==> config.mk <==
export PLATFORM = sky130hd
export DESIGN_NAME = atm_txn_ctrl_flat
export DESIGN_NICKNAME = d
export VERILOG_FILES = /design/src/rtl/atm_pkg.sv /design/src/rtl/atm_txn_ctrl_if.sv /design/src/rtl/atm_idle_timer.sv /design/src/rtl/atm_txn_ctrl.sv /design/src/flat_wrapper.sv
export SDC_FILE = /design/constraint.sdc
export NUM_CORES = 1
export LEC_CHECK = 0
export CAP_MARGIN = 20
export CORE_UTILIZATION = 30
export CTS_CLUSTER_SIZE = 30
export DETAILED_ROUTE_END_ITERATION = 16
export GPL_TIMING_DRIVEN = 0
export HOLD_SLACK_MARGIN = 0.1
export PLACE_DENSITY = 0.46
export SYNTH_ARGS = -nofsm -noshare
export SYNTH_HDL_FRONTEND = slang
export SYNTH_SLANG_ARGS = --single-unit
export TNS_END_PERCENT = 30
==> constraint.sdc <==
create_clock -name clk -period 5.4 [get_ports clk]
set_clock_uncertainty 0.05 [all_clocks]
set_input_delay 1.62 -clock clk [delete_from_list [all_inputs] [get_ports clk]]
set_output_delay 1.62 -clock clk [all_outputs]
set_load 0.02 [all_outputs]
==> src/rtl/atm_pkg.sv <==
// atm_pkg: shared operation and state encodings for the ATM session controller
package atm_pkg;
  typedef enum logic [1:0] {OP_WD = 2'b00, OP_DEP = 2'b01, OP_INQ = 2'b10, OP_ILL = 2'b11} op_e;
  typedef enum logic [2:0] {IDLE, PIN, MENU, EXEC, RESULT, ANOTHER, EJECT, RETAIN} state_e;
endpackage

==> src/rtl/atm_txn_ctrl_if.sv <==
// atm_txn_ctrl_if: keypad/card front-end and account-store signals of one ATM session
interface atm_txn_ctrl_if #(parameter int bw = 20);
  logic card_in, psw_valid, psw_ok, language, op_valid, svc_valid, another_service;
  logic [1:0] operation;
  logic [bw-1:0] current_balance, value, balance;
  logic lang_sel, busy, op_done, error, card_out, card_retained;
  modport master(
    output card_in, current_balance, psw_valid, psw_ok, language, op_valid, operation, value,
           svc_valid, another_service,
    input balance, lang_sel, busy, op_done, error, card_out, card_retained
  );
  modport slave(
    input card_in, current_balance, psw_valid, psw_ok, language, op_valid, operation, value,
          svc_valid, another_service,
    output balance, lang_sel, busy, op_done, error, card_out, card_retained
  );
endinterface

==> src/rtl/atm_idle_timer.sv <==
// atm_idle_timer: reloadable inactivity down-counter that parks at zero and flags expiry
module atm_idle_timer #(
  parameter int timeout_cycles = 16
) (
  input  logic clk,
  input  logic rst,
  input  logic load,
  input  logic dec,
  output logic expired
);
  localparam int tw = $clog2(timeout_cycles + 1);
  logic [tw-1:0] cnt;
  always_ff @(posedge clk) begin
    if (!rst) cnt <= '0;
    else if (load) cnt <= tw'(timeout_cycles);
    else if (dec && cnt != '0) cnt <= cnt - 1'b1;
  end
  assign expired = cnt == '0;
endmodule

==> src/rtl/atm_txn_ctrl.sv <==
// atm_txn_ctrl: one card session with PIN retries, idle timeout and limited withdrawals
module atm_txn_ctrl
  import atm_pkg::*;
#(
  parameter int balance_width  = 20,
  parameter int max_tries      = 3,
  parameter int timeout_cycles = 16,
  parameter int wd_limit       = 5000
) (
  input logic clk,
  input logic rst,
  atm_txn_ctrl_if.slave bus
);
  localparam int bw = balance_width;
  localparam int tw = $clog2(max_tries + 1);
  state_e state;
  op_e op;
  logic [bw-1:0] val, bal, withdrawn;
  logic [bw:0] wd_sum, dep_sum;
  logic [tw-1:0] tries;
  logic err, done, cout, cret, lang, ok, expired, wait_st, strobe, tmr_load;
  always_comb begin
    wd_sum   = {1'b0, withdrawn} + {1'b0, val};
    dep_sum  = {1'b0, bal} + {1'b0, val};
    ok       = op == OP_WD  ? (val <= bal && wd_sum <= (bw+1)'(wd_limit)) :
               op == OP_DEP ? !dep_sum[bw] : op == OP_INQ;
    wait_st  = state == PIN || state == MENU || state == ANOTHER;
    strobe   = (state == PIN && bus.psw_valid) || (state == MENU && bus.op_valid) ||
               (state == ANOTHER && bus.svc_valid);
    // RESULT always leads to ANOTHER, so loading there covers entry to ANOTHER
    tmr_load = strobe || (state == IDLE && bus.card_in) || state == RESULT;
  end
  atm_idle_timer #(.timeout_cycles(timeout_cycles)) u_tmr (
    .clk(clk), .rst(rst), .load(tmr_load), .dec(wait_st), .expired(expired)
  );
  always_ff @(posedge clk) begin
    if (!rst) begin
      state <= IDLE;
      op <= OP_WD;
      val <= '0;
      bal <= '0;
      withdrawn <= '0;
      tries <= '0;
      err <= 1'b0;
      done <= 1'b0;
      cout <= 1'b0;
      cret <= 1'b0;
      lang <= 1'b0;
    end else begin
      done <= 1'b0;
      cout <= 1'b0;
      cret <= 1'b0;
      case (state)
        IDLE: if (bus.card_in) begin
          state <= PIN;
          bal <= bus.current_balance;
          lang <= bus.language;
          err <= 1'b0;
          tries <= '0;
          withdrawn <= '0;
        end
        PIN: if (bus.psw_valid) begin
          if (bus.psw_ok) state <= MENU;
          else begin
            tries <= tries + 1'b1;
            if (tries + 1'b1 == tw'(max_tries)) state <= RETAIN;
          end
        end else if (expired) begin
          state <= EJECT;
          err <= 1'b1;
        end
        MENU: if (bus.op_valid) begin
          state <= EXEC;
          op <= op_e'(bus.operation);
          val <= bus.value;
        end else if (expired) begin
          state <= EJECT;
          err <= 1'b1;
        end
        EXEC: begin
          err <= !ok;
          if (ok && op == OP_WD) begin
            bal <= bal - val;
            withdrawn <= wd_sum[bw-1:0];
          end
          if (ok && op == OP_DEP) bal <= dep_sum[bw-1:0];
          state <= RESULT;
        end
        RESULT: begin
          done <= 1'b1;
          state <= ANOTHER;
        end
        ANOTHER: if (bus.svc_valid) begin
          state <= bus.another_service ? MENU : EJECT;
          if (bus.another_service) err <= 1'b0;
        end else if (expired) begin
          state <= EJECT;
          err <= 1'b1;
        end
        EJECT: begin
          cout <= 1'b1;
          state <= IDLE;
        end
        RETAIN: begin
          cret <= 1'b1;
          err <= 1'b1;
          state <= IDLE;
        end
        default: state <= IDLE;
      endcase
    end
  end
  assign bus.balance = bal;
  assign bus.lang_sel = lang;
  assign bus.busy = state != IDLE;
  assign bus.op_done = done;
  assign bus.error = err;
  assign bus.card_out = cout;
  assign bus.card_retained = cret;
endmodule

==> src/flat_wrapper.sv <==
// flat-port wrapper written by rule: the top's interface ports become plain ports
module atm_txn_ctrl_flat import atm_pkg::*;
#(
  parameter int balance_width  = 20,
  parameter int max_tries      = 3,
  parameter int timeout_cycles = 16,
  parameter int wd_limit       = 5000
)
  (clk, rst, bus_card_in, bus_current_balance, bus_psw_valid, bus_psw_ok, bus_language, bus_op_valid, bus_operation, bus_value, bus_svc_valid, bus_another_service, bus_balance, bus_lang_sel, bus_busy, bus_op_done, bus_error, bus_card_out, bus_card_retained);
  atm_txn_ctrl_if #(.bw(20)) bus_i ();
  input logic clk;
  input logic rst;
  input wire logic [$bits(bus_i.card_in)-1:0] bus_card_in;
  input wire logic [$bits(bus_i.current_balance)-1:0] bus_current_balance;
  input wire logic [$bits(bus_i.psw_valid)-1:0] bus_psw_valid;
  input wire logic [$bits(bus_i.psw_ok)-1:0] bus_psw_ok;
  input wire logic [$bits(bus_i.language)-1:0] bus_language;
  input wire logic [$bits(bus_i.op_valid)-1:0] bus_op_valid;
  input wire logic [$bits(bus_i.operation)-1:0] bus_operation;
  input wire logic [$bits(bus_i.value)-1:0] bus_value;
  input wire logic [$bits(bus_i.svc_valid)-1:0] bus_svc_valid;
  input wire logic [$bits(bus_i.another_service)-1:0] bus_another_service;
  output wire logic [$bits(bus_i.balance)-1:0] bus_balance;
  output wire logic [$bits(bus_i.lang_sel)-1:0] bus_lang_sel;
  output wire logic [$bits(bus_i.busy)-1:0] bus_busy;
  output wire logic [$bits(bus_i.op_done)-1:0] bus_op_done;
  output wire logic [$bits(bus_i.error)-1:0] bus_error;
  output wire logic [$bits(bus_i.card_out)-1:0] bus_card_out;
  output wire logic [$bits(bus_i.card_retained)-1:0] bus_card_retained;
  assign bus_i.card_in = bus_card_in;
  assign bus_i.current_balance = bus_current_balance;
  assign bus_i.psw_valid = bus_psw_valid;
  assign bus_i.psw_ok = bus_psw_ok;
  assign bus_i.language = bus_language;
  assign bus_i.op_valid = bus_op_valid;
  assign bus_i.operation = bus_operation;
  assign bus_i.value = bus_value;
  assign bus_i.svc_valid = bus_svc_valid;
  assign bus_i.another_service = bus_another_service;
  assign bus_balance = bus_i.balance;
  assign bus_lang_sel = bus_i.lang_sel;
  assign bus_busy = bus_i.busy;
  assign bus_op_done = bus_i.op_done;
  assign bus_error = bus_i.error;
  assign bus_card_out = bus_i.card_out;
  assign bus_card_retained = bus_i.card_retained;
  atm_txn_ctrl #(.balance_width(balance_width), .max_tries(max_tries), .timeout_cycles(timeout_cycles), .wd_limit(wd_limit)) u_core (.clk(clk), .rst(rst), .bus(bus_i));
endmodule
==> flow_summary.json, run 1 <==
{
  "drt_iter0_markers": 350,
  "initial_core_util": 0.308,
  "post_cts_buffers": 0,
  "num_vias": 6322,
  "floorplan.rows": 53,
  "cap_violations": 0,
  "leakage_nw": 3.40,
  "synth_edf_count": 0,
  "area_growth_pct": 21.8,
  "cts_tree": "done",
  "timing.reg2reg.setup_slack_ns": 1.15,
  "dr.pass1.iters": 5,
  "grt_pass1_wl_um": 34200,
  "cts.sinks": 77,
  "rsz0062_at_grt": "no",
  "num-fill-cells": 2273,
  "die_area_sq_um": 22200,
  "grt_max_degree": 14,
  "yosysSeqAreaShare": 0.238,
  "required_ns": 5.62,
  "synthCells": 845,
  "finalSetupViolCount": 0,
  "final_nets": 1049,
  "synth_most_common_cell": "nand2_1",
  "grt_pass1_vias": 6036,
  "netlist_area_sq_um": 6490,
  "port_buffers": 76,
  "slew_viol_final": 0,
  "ys_ff_latch": 77,
  "synth_top_cell_by_area": "dfxtp_1",
  "clockBufferDepth": 2,
  "met2_length_um": 9950,
  "critPathCaptureType": "flop",
  "multi_input_area_sq_um": 4550,
  "wl_met1_um": 11100,
  "vdd_ir_drop_max_v": 0.000175,
  "yosys_warnings": 0,
  "ctsResizeCount": 0,
  "fin_util": 0.375,
  "die_x_um": 149,
  "hold_path.class": "flop to flop",
  "status": "finished, final reports clean",
  "relSlewSlack": 0.278,
  "wl_per_cell_um": 18.3,
  "track_usage": 0.203,
  "worstMarginPinSlew_ns": 1.07,
  "syn_avg_cell_area_sq_um": 7.68,
  "die_h_um": 149,
  "seqCellArea_sq_um": 1540,
  "hold_violations": 0,
  "ys_async_sr_fraction": 0,
  "netlist.area_leader.share": 0.238,
  "clock.fmax_ghz": 0.235,
  "insertion_delay_ns": 0.35,
  "cts_buffers": 9,
  "synthFlopType": "dfxtp_1",
  "layout-drive-gt1-share": 0.0491,
  "syn_nets": 962,
  "cp_max_fo": 10,
  "clkSlewWorstSetupHoldPaths_ns": 0.07,
  "setup-tns-final_ns": 0,
  "ctsHoldBuffers": 0,
  "htree_num_levels": 3,
  "cellPowerDensity_nw_per_um2": 454,
  "vias_per_cell": 5.22,
  "crit_type": "flop to flop",
  "place.gp.congestion": 0.905,
  "root_buffer": "clkbuf_16",
  "antenna_found_initial": 0,
  "fin_crit_ns": 4.25,
  "critPathArrivalTime_ns": 4.47,
  "ios": 77,
  "coreArea_sq_um": 21100,
  "n_antenna_cell": 0,
  "worst_setup_path_start_kind": "flop",
  "drt-total-wl_um": 22100,
  "synth_commonest_cells": "nand2_1 (122), dfxtp_1 (77), ha_1 (63)",
  "dp_hpwl_um": 17400,
  "finalCritPeriodShare": 0.787,
  "yosys-top-cells-area": "dfxtp_1 (24%), ha_1 (12%), nand2_1 (7.1%)",
  "wl_met3_um": 708,
  "drc": 0,
  "highest_layer": "met4",
  "antenna_left": 0,
  "grt-ovfl-total": 0,
  "synthDistinctLibCells": 68
}
routing by layer:
metal | up-vias | global-route usage
li1 | 3209 | -
met1 | 2960 | 0.289
met2 | 134 | 0.324
met3 | 19 | 0.0199
met4 | 0 | 0.0505
met5 | - | 0
worst max-delay path, cell delays in order, from the launching register on:
cell and delay (ns):
dfxtp_1 0.48, inv_1 0.09, ha_1 0.27, clkbuf_1 0.28, nor2_1 0.10, a221o_1 0.36
or3_1 0.41, nand4b_1 0.20, a21oi_1 0.21, buf_2 0.30, o21ai_0 0.53, clkbuf_1 0.58
o211ai_1 0.18, o21ai_0 0.12
worst paths after layout:
kind / start / endpoint / cells after the start
setup reg to reg: u_core.val[9]$_SDFFE_PN0P_ / u_core.bus.balance[16]$_SDFFE_PN0P_ / 13
setup / recovery: u_core.val[9]$_SDFFE_PN0P_ / u_core.bus.balance[16]$_SDFFE_PN0P_ / 13
hold reg to reg: u_core.bus.lang_sel$_SDFFE_PN0P_ / u_core.bus.lang_sel$_SDFFE_PN0P_ / 2
hold / removal: u_core.bus.lang_sel$_SDFFE_PN0P_ / u_core.bus.lang_sel$_SDFFE_PN0P_ / 2
power breakdown:
group | switching [mW] | total, mW | internal, mW
registers | 0.122 | 0.789 | 0.668
clock network | 0.260 | 0.644 | 0.384
logic | 1.27 | 2.15 | 0.884
sequential cells by signal, summed over array words and instances (netlist names):
signal,count
u_core.u_tmr.cnt,5
u_core.op,2
u_core.bus.lang_sel,1
u_core.bus.balance,20
u_core.bus.card_out,1
u_core.val,20
u_core.state,3
u_core.tries,2
u_core.bus.card_retained,1
u_core.bus.error,1
u_core.withdrawn,20
u_core.bus.op_done,1
cell families (layout without fill, tap and decap cells):
family | Yosys count | count (layout) | share of synthesized area
xor+xnor | 32 | 32 | 0.0432
compound gates | 254 | 254 | 0.266
simple gates | 291 | 291 | 0.219
flops | 77 | 77 | 0.238
buf+inv | 98 | 190 | 0.0613
mux | 27 | 27 | 0.0421
fa+ha+maj | 66 | 66 | 0.131
layout by cell type (no fill, tap or decap), drive strengths merged, types with 3 or more instances in the layout:
cell / n
nand2: 122
dfxtp: 77
clkdlybuf4s50: 76
ha: 63
o21ai: 50
clkbuf: 50
a21oi: 48
inv: 47
nor2: 41
a21boi: 29
mux2i: 25
xnor2: 23
nand3: 22
a21o: 18
o211ai: 18
nor3: 16
and3: 16
nand2b: 15
buf: 12
o21a: 11
or3: 9
o31ai: 9
nand4: 9
xor2: 9
a31oi: 9
o21bai: 8
a211oi: 8
a221oi: 7
and2: 7
or2: 6
nor3b: 6
o211a: 6
nor2b: 6
a221o: 5
nor4: 5
a211o: 4
a22oi: 3
fa: 3
metrics by stage:
stage	hold slack (ns)	cells	instance area, sq um	power (mW)	setup WS [ns]
after floorplan	0.392	845	6490	2.27	2.05
after global placement	0.405	1196	7590	2.95	1.11
after detailed placement	0.412	1196	7590	2.93	1.18
after CTS	0.424	1212	7900	3.60	1.14
after global routing	0.451	1212	7900	3.87	0.824
final	0.418	1212	7900	3.59	1.15
layout make-up:
class / count / area share
multi-input combinational: 670 / 0.575
tap: 275 / 0.0435
timing repair buffer: 76 / 0.0963
clock buffer: 11 / 0.0320
inverter: 47 / 0.0223
clock inverter: 5 / 0.00744
buffer: 51 / 0.0280
sequential: 77 / 0.195
Power figures use the tool's default switching activity.
==> inputs of run 2 (changes only) <==
clock period = 4.05 ns   (was 5.4 ns; I/O delays follow)
==> run 2 against run 1 <==
Cell area is 0.54% higher; largest cell class unchanged; via count shrank 0.11%; register-to-register slack worse by 0.95 ns; fmax increased by 10%; largest power group unchanged; die area did not move.
==> flow_summary.json, run 2 (synthesis results as in run 1) <==
{
  "finalSetupViolCount": 0,
  "dpl-instance-area_sq_um": 7590,
  "r2r-start": "u_core.val[11]$_SDFFE_PN0P_",
  "grt_pass1_vias": 6044,
  "antenna_left": 0,
  "drt_iter0_markers": 345,
  "wl_per_cell_um": 18.3,
  "cp_max_fo": 10,
  "fin_ws_ns": 0.201,
  "cts_tree": "done",
  "final_nets": 1050,
  "vias_per_cell": 5.21,
  "timing.reg2reg.setup_slack_ns": 0.20,
  "hold_violations": 0,
  "clkSlewWorstSetupHoldPaths_ns": 0.07,
  "crit_type": "flop to flop",
  "grt-ovfl-total": 0,
  "required_ns": 4.26,
  "final_cell_mix": "nand2_1 (122), dfxtp_1 (77), clkdlybuf4s50_1 (76)",
  "fin_crit_ns": 3.85,
  "drc": 0,
  "die_h_um": 149,
  "cap_violations": 0,
  "leakage_nw": 3.43,
  "crit_end": "u_core.bus.balance[2]$_SDFFE_PN0P_",
  "vdd_ir_drop_max_v": 0.000235,
  "insertion_delay_ns": 0.35,
  "clock.fmax_ghz": 0.260,
  "worstSetupStartpoint": "u_core.val[11]$_SDFFE_PN0P_",
  "floorplan.rows": 53,
  "pre_cts_slack_ns": -0.175,
  "worst_setup_path_start_kind": "flop",
  "cts_buffers": 9,
  "hold_path.class": "flop to flop",
  "coreArea_sq_um": 21100,
  "cellPowerDensity_nw_per_um2": 606,
  "relSlewSlack": 0.288,
  "status": "finished, final reports clean",
  "die_x_um": 149,
  "regToRegEndpoint": "u_core.bus.balance[2]$_SDFFE_PN0P_",
  "clockBufferDepth": 2,
  "root_buffer": "clkbuf_16",
  "grt_pass1_wl_um": 34200,
  "n_antenna_cell": 0,
  "port_buffers": 76,
  "track_usage": 0.203,
  "dr.pass1.iters": 4,
  "critPathArrivalTime_ns": 4.06,
  "drt-total-wl_um": 22200,
  "slew_viol_final": 0,
  "htree_num_levels": 3,
  "ios": 77,
  "antenna_found_initial": 0,
  "num_vias": 6315,
  "critPathCaptureType": "flop",
  "fin_area_sq_um": 7950,
  "grt_max_degree": 14,
  "ctsHoldBuffers": 0,
  "area_growth_pct": 22.5,
  "reg2reg_depth": 13,
  "finalCritPeriodShare": 0.950,
  "layout-drive-gt1-share": 0.0586,
  "worstMarginPinSlew_ns": 1.05,
  "fin_util": 0.377,
  "dp_hpwl_um": 17400,
  "cts.sinks": 77,
  "die_area_sq_um": 22200,
  "initial_core_util": 0.308,
  "layout_commonest_cell": "nand2_1",
  "place.gp.congestion": 0.905
}
[run 2: final cells by class]
| type | instances | area, sq um |
|---|---|---|
| repair buffers | 79 | 783 |
| multi-input cells | 670 | 4570 |
| flip-flops and latches | 77 | 1540 |
| plain buffers | 49 | 220 |
| clock inverters | 5 | 58.8 |
| clock buffers | 11 | 253 |
| well taps | 275 | 344 |
| fillers | 2267 | 13100 |
| inverters | 47 | 176 |
[run 2: repair_timing]
action                                 CTS  global route
setup buffers                            0             3
pin swaps                                0             2
endpoints found under the hold margin    0             0
cloned                                   0             0
setup endpoints to repair               14            31
gates resized for setup                  3             9
[run 2: critical path: stages (launching register included)]
cell       delay, ns
dfxtp_1         0.48
inv_1           0.09
ha_1            0.27
clkbuf_1        0.30
inv_1           0.10
a21o_1          0.21
nor2b_1         0.15
a2111oi_0       0.57
a21oi_2         0.22
buf_2           0.30
o21ai_1         0.38
clkbuf_2        0.38
o211ai_1        0.14
o21ai_0         0.13
[run 2: worst min path at each step]
stage | from | to | cells after the start
floorplan | u_core.withdrawn[7]$_SDFFE_PN0P_ | u_core.withdrawn[7]$_SDFFE_PN0P_ | 2
global placement | u_core.withdrawn[10]$_SDFFE_PN0P_ | u_core.withdrawn[10]$_SDFFE_PN0P_ | 2
detailed placement | u_core.withdrawn[7]$_SDFFE_PN0P_ | u_core.withdrawn[7]$_SDFFE_PN0P_ | 2
CTS | u_core.withdrawn[10]$_SDFFE_PN0P_ | u_core.withdrawn[10]$_SDFFE_PN0P_ | 2
global route | u_core.withdrawn[11]$_SDFFE_PN0P_ | u_core.withdrawn[11]$_SDFFE_PN0P_ | 2
finish | u_core.bus.lang_sel$_SDFFE_PN0P_ | u_core.bus.lang_sel$_SDFFE_PN0P_ | 2
[run 2: power by group]
part,total [mW],internal [mW],leakage (nW),switching [mW]
combinational,2.90,1.20,2.66,1.70
sequential,1.05,0.890,0.625,0.164
clock,0.865,0.512,0.148,0.353
[run 2: layer usage]
metal | up-vias | track usage | part of all wire
li1 | 3208 | - | -
met2 | 132 | 0.325 | 0.45
met3 | 17 | 0.0199 | 0.029
met4 | 0 | 0.0505 | 0.015
met1 | 2958 | 0.289 | 0.51
met5 | - | 0 | 0
[run 2: per-stage QoR]
| stage | TNS [ns] | instances | power [mW] | hold slack [ns] |
|---|---|---|---|---|
| 6_report | 0 | 1213 | 4.82 | 0.417 |
| 5_1_grt | -0.866 | 1213 | 5.19 | 0.451 |
| 4_1_cts | 0 | 1212 | 4.80 | 0.424 |
| 3_5_place_dp | -1.52 | 1196 | 3.91 | 0.412 |
| 3_3_place_gp | -2.60 | 1196 | 3.94 | 0.405 |
| 2_1_floorplan | 0 | 845 | 3.03 | 0.392 |
==> inputs of run 3 (changes only) <==
MAX_ROUTING_LAYER = met4   (was default)
==> run 3 against run 2 <==
Register-to-register slack gained 0.09 ns; critical path type unchanged; clock power grew 2%; sequential power is essentially flat; critical endpoint is now u_core.withdrawn[8]$_SDFFE_PN0P_.
==> flow_summary.json, run 3 (synthesis results as in run 1) <==
{
  "status": "finished, final reports clean",
  "grt-ovfl-total": 0,
  "critPathArrivalTime_ns": 3.95,
  "min_from": "u_core.bus.lang_sel$_SDFFE_PN0P_",
  "fin_cells": 1214,
  "vdd_ir_drop_max_v": 0.000209,
  "antenna_left": 0,
  "finalSetupViolCount": 0,
  "cts_buffers": 9,
  "dpl-instance-area_sq_um": 7590,
  "relSlewSlack": 0.320,
  "worst_setup_path_start_kind": "flop",
  "ctsHoldBuffers": 0,
  "highest_layer": "met4",
  "die_x_um": 149,
  "port_buffers": 76,
  "ios": 77,
  "layout-drive-gt1-share": 0.0596,
  "die_area_sq_um": 22200,
  "cp_max_fo": 10,
  "worstSetupStartpoint": "u_core.val[10]$_SDFFE_PN0P_",
  "met2_length_um": 10100,
  "floorplan.rows": 53,
  "dp_hpwl_um": 17600,
  "final_cell_mix": "nand2_1 (121), dfxtp_1 (77), clkdlybuf4s50_1 (76)",
  "crit_end": "u_core.withdrawn[8]$_SDFFE_PN0P_",
  "coreArea_sq_um": 21100,
  "dp.cells": 1196,
  "grt_max_degree": 14,
  "finalHoldWorstSlack_ns": 0.417,
  "fin_area_sq_um": 7960,
  "clockBufferDepth": 2,
  "vias_per_cell": 5.25,
  "root_buffer": "clkbuf_16",
  "dr.pass1.iters": 6,
  "finalCritPeriodShare": 0.927,
  "num_vias": 6373,
  "area_growth_pct": 22.7,
  "clock.fmax_ghz": 0.266,
  "initial_core_util": 0.308,
  "timing.reg2reg.setup_slack_ns": 0.29,
  "power_mw": 4.83,
  "rsz0062_at_grt": "no",
  "place.gp.congestion": 0.925,
  "crit_type": "flop to flop",
  "antenna_found_initial": 0,
  "r2r-start": "u_core.val[10]$_SDFFE_PN0P_",
  "cellPowerDensity_nw_per_um2": 606,
  "fin_ws_ns": 0.294,
  "grt_pass1_vias": 6089,
  "worstMarginPinSlew_ns": 1.01,
  "slew_viol_final": 0,
  "hold_path.class": "flop to flop",
  "fin_util": 0.377,
  "pre_cts_slack_ns": -0.146,
  "drc": 0,
  "fin_crit_ns": 3.76,
  "final_nets": 1051,
  "insertion_delay_ns": 0.35,
  "regToRegEndpoint": "u_core.withdrawn[8]$_SDFFE_PN0P_",
  "required_ns": 4.24,
  "clkSlewWorstSetupHoldPaths_ns": 0.06,
  "reg2reg_depth": 14,
  "wl_met1_um": 11100,
  "hold_violations": 0,
  "critPathCaptureType": "flop",
  "htree_num_levels": 3,
  "cap_violations": 0,
  "wl_met3_um": 754,
  "die_h_um": 149,
  "track_usage": 0.212,
  "drt-total-wl_um": 22300,
  "num-fill-cells": 2267,
  "drt_iter0_markers": 375,
  "n_antenna_cell": 0,
  "wl_per_cell_um": 18.4,
  "cts.sinks": 77,
  "cts_tree": "done",
  "setup-tns-final_ns": 0,
  "leakage_nw": 3.44,
  "layout_commonest_cell": "nand2_1",
  "grt_pass1_wl_um": 34700
}
-- run 3: layout make-up --
class / instances / area, sq um / area share
Multi-Input combinational cell: 670 / 4580 / 0.575
Timing Repair Buffer: 78 / 776 / 0.0975
Buffer: 51 / 231 / 0.0291
Clock inverter: 7 / 90.1 / 0.0113
Sequential cell: 77 / 1540 / 0.194
Inverter: 47 / 176 / 0.0222
Clock buffer: 9 / 225 / 0.0283
Tap cell: 275 / 344 / 0.0432
-- run 3: worst max-delay path: stages, from the launching register on --
cell and delay (ns):
dfxtp_1 0.49, inv_1 0.08, ha_1 0.27, clkbuf_1 0.30
and3_1 0.31, or3b_2 0.49, nor2_1 0.15, o21ai_0 0.18
nor4_2 0.23, nand2_1 0.15, or3_1 0.34, buf_6 0.15
buf_8 0.13, and3_4 0.17, o21a_1 0.17
-- run 3: how the worst min path moves through the flow --
stage | endpoint | slack (ns) | depth (start not counted)
6_report | u_core.bus.lang_sel$_SDFFE_PN0P_ | 0.42 | 2
5_1_grt | u_core.withdrawn[7]$_SDFFE_PN0P_ | 0.43 | 2
4_1_cts | u_core.withdrawn[10]$_SDFFE_PN0P_ | 0.42 | 2
3_5_place_dp | u_core.withdrawn[10]$_SDFFE_PN0P_ | 0.41 | 2
3_3_place_gp | u_core.withdrawn[10]$_SDFFE_PN0P_ | 0.40 | 2
2_1_floorplan | u_core.withdrawn[7]$_SDFFE_PN0P_ | 0.39 | 2
-- run 3: metal layers --
metal | track usage | vias to the layer above
li1 | - | 3210
met1 | 0.292 | 2992
met2 | 0.329 | 142
met3 | 0.0226 | 29
met4 | 0.0582 | 0
met5 | - | -
-- run 3: repair_timing --
action	4_1_cts	5_1_grt
setup buffers	0	2
pin swaps	0	1
resized for setup	3	12
endpoints found under the setup margin	14	29
endpoints found under the hold margin	0	0
-- run 3: power by group --
part           internal [mW]  leakage (nW)  total, mW  switching [mW]
combinational           1.20          2.66       2.89            1.69
sequential             0.890         0.625       1.05           0.164
clock                  0.537         0.151      0.884           0.347
total                   2.62          3.44       4.83            2.20
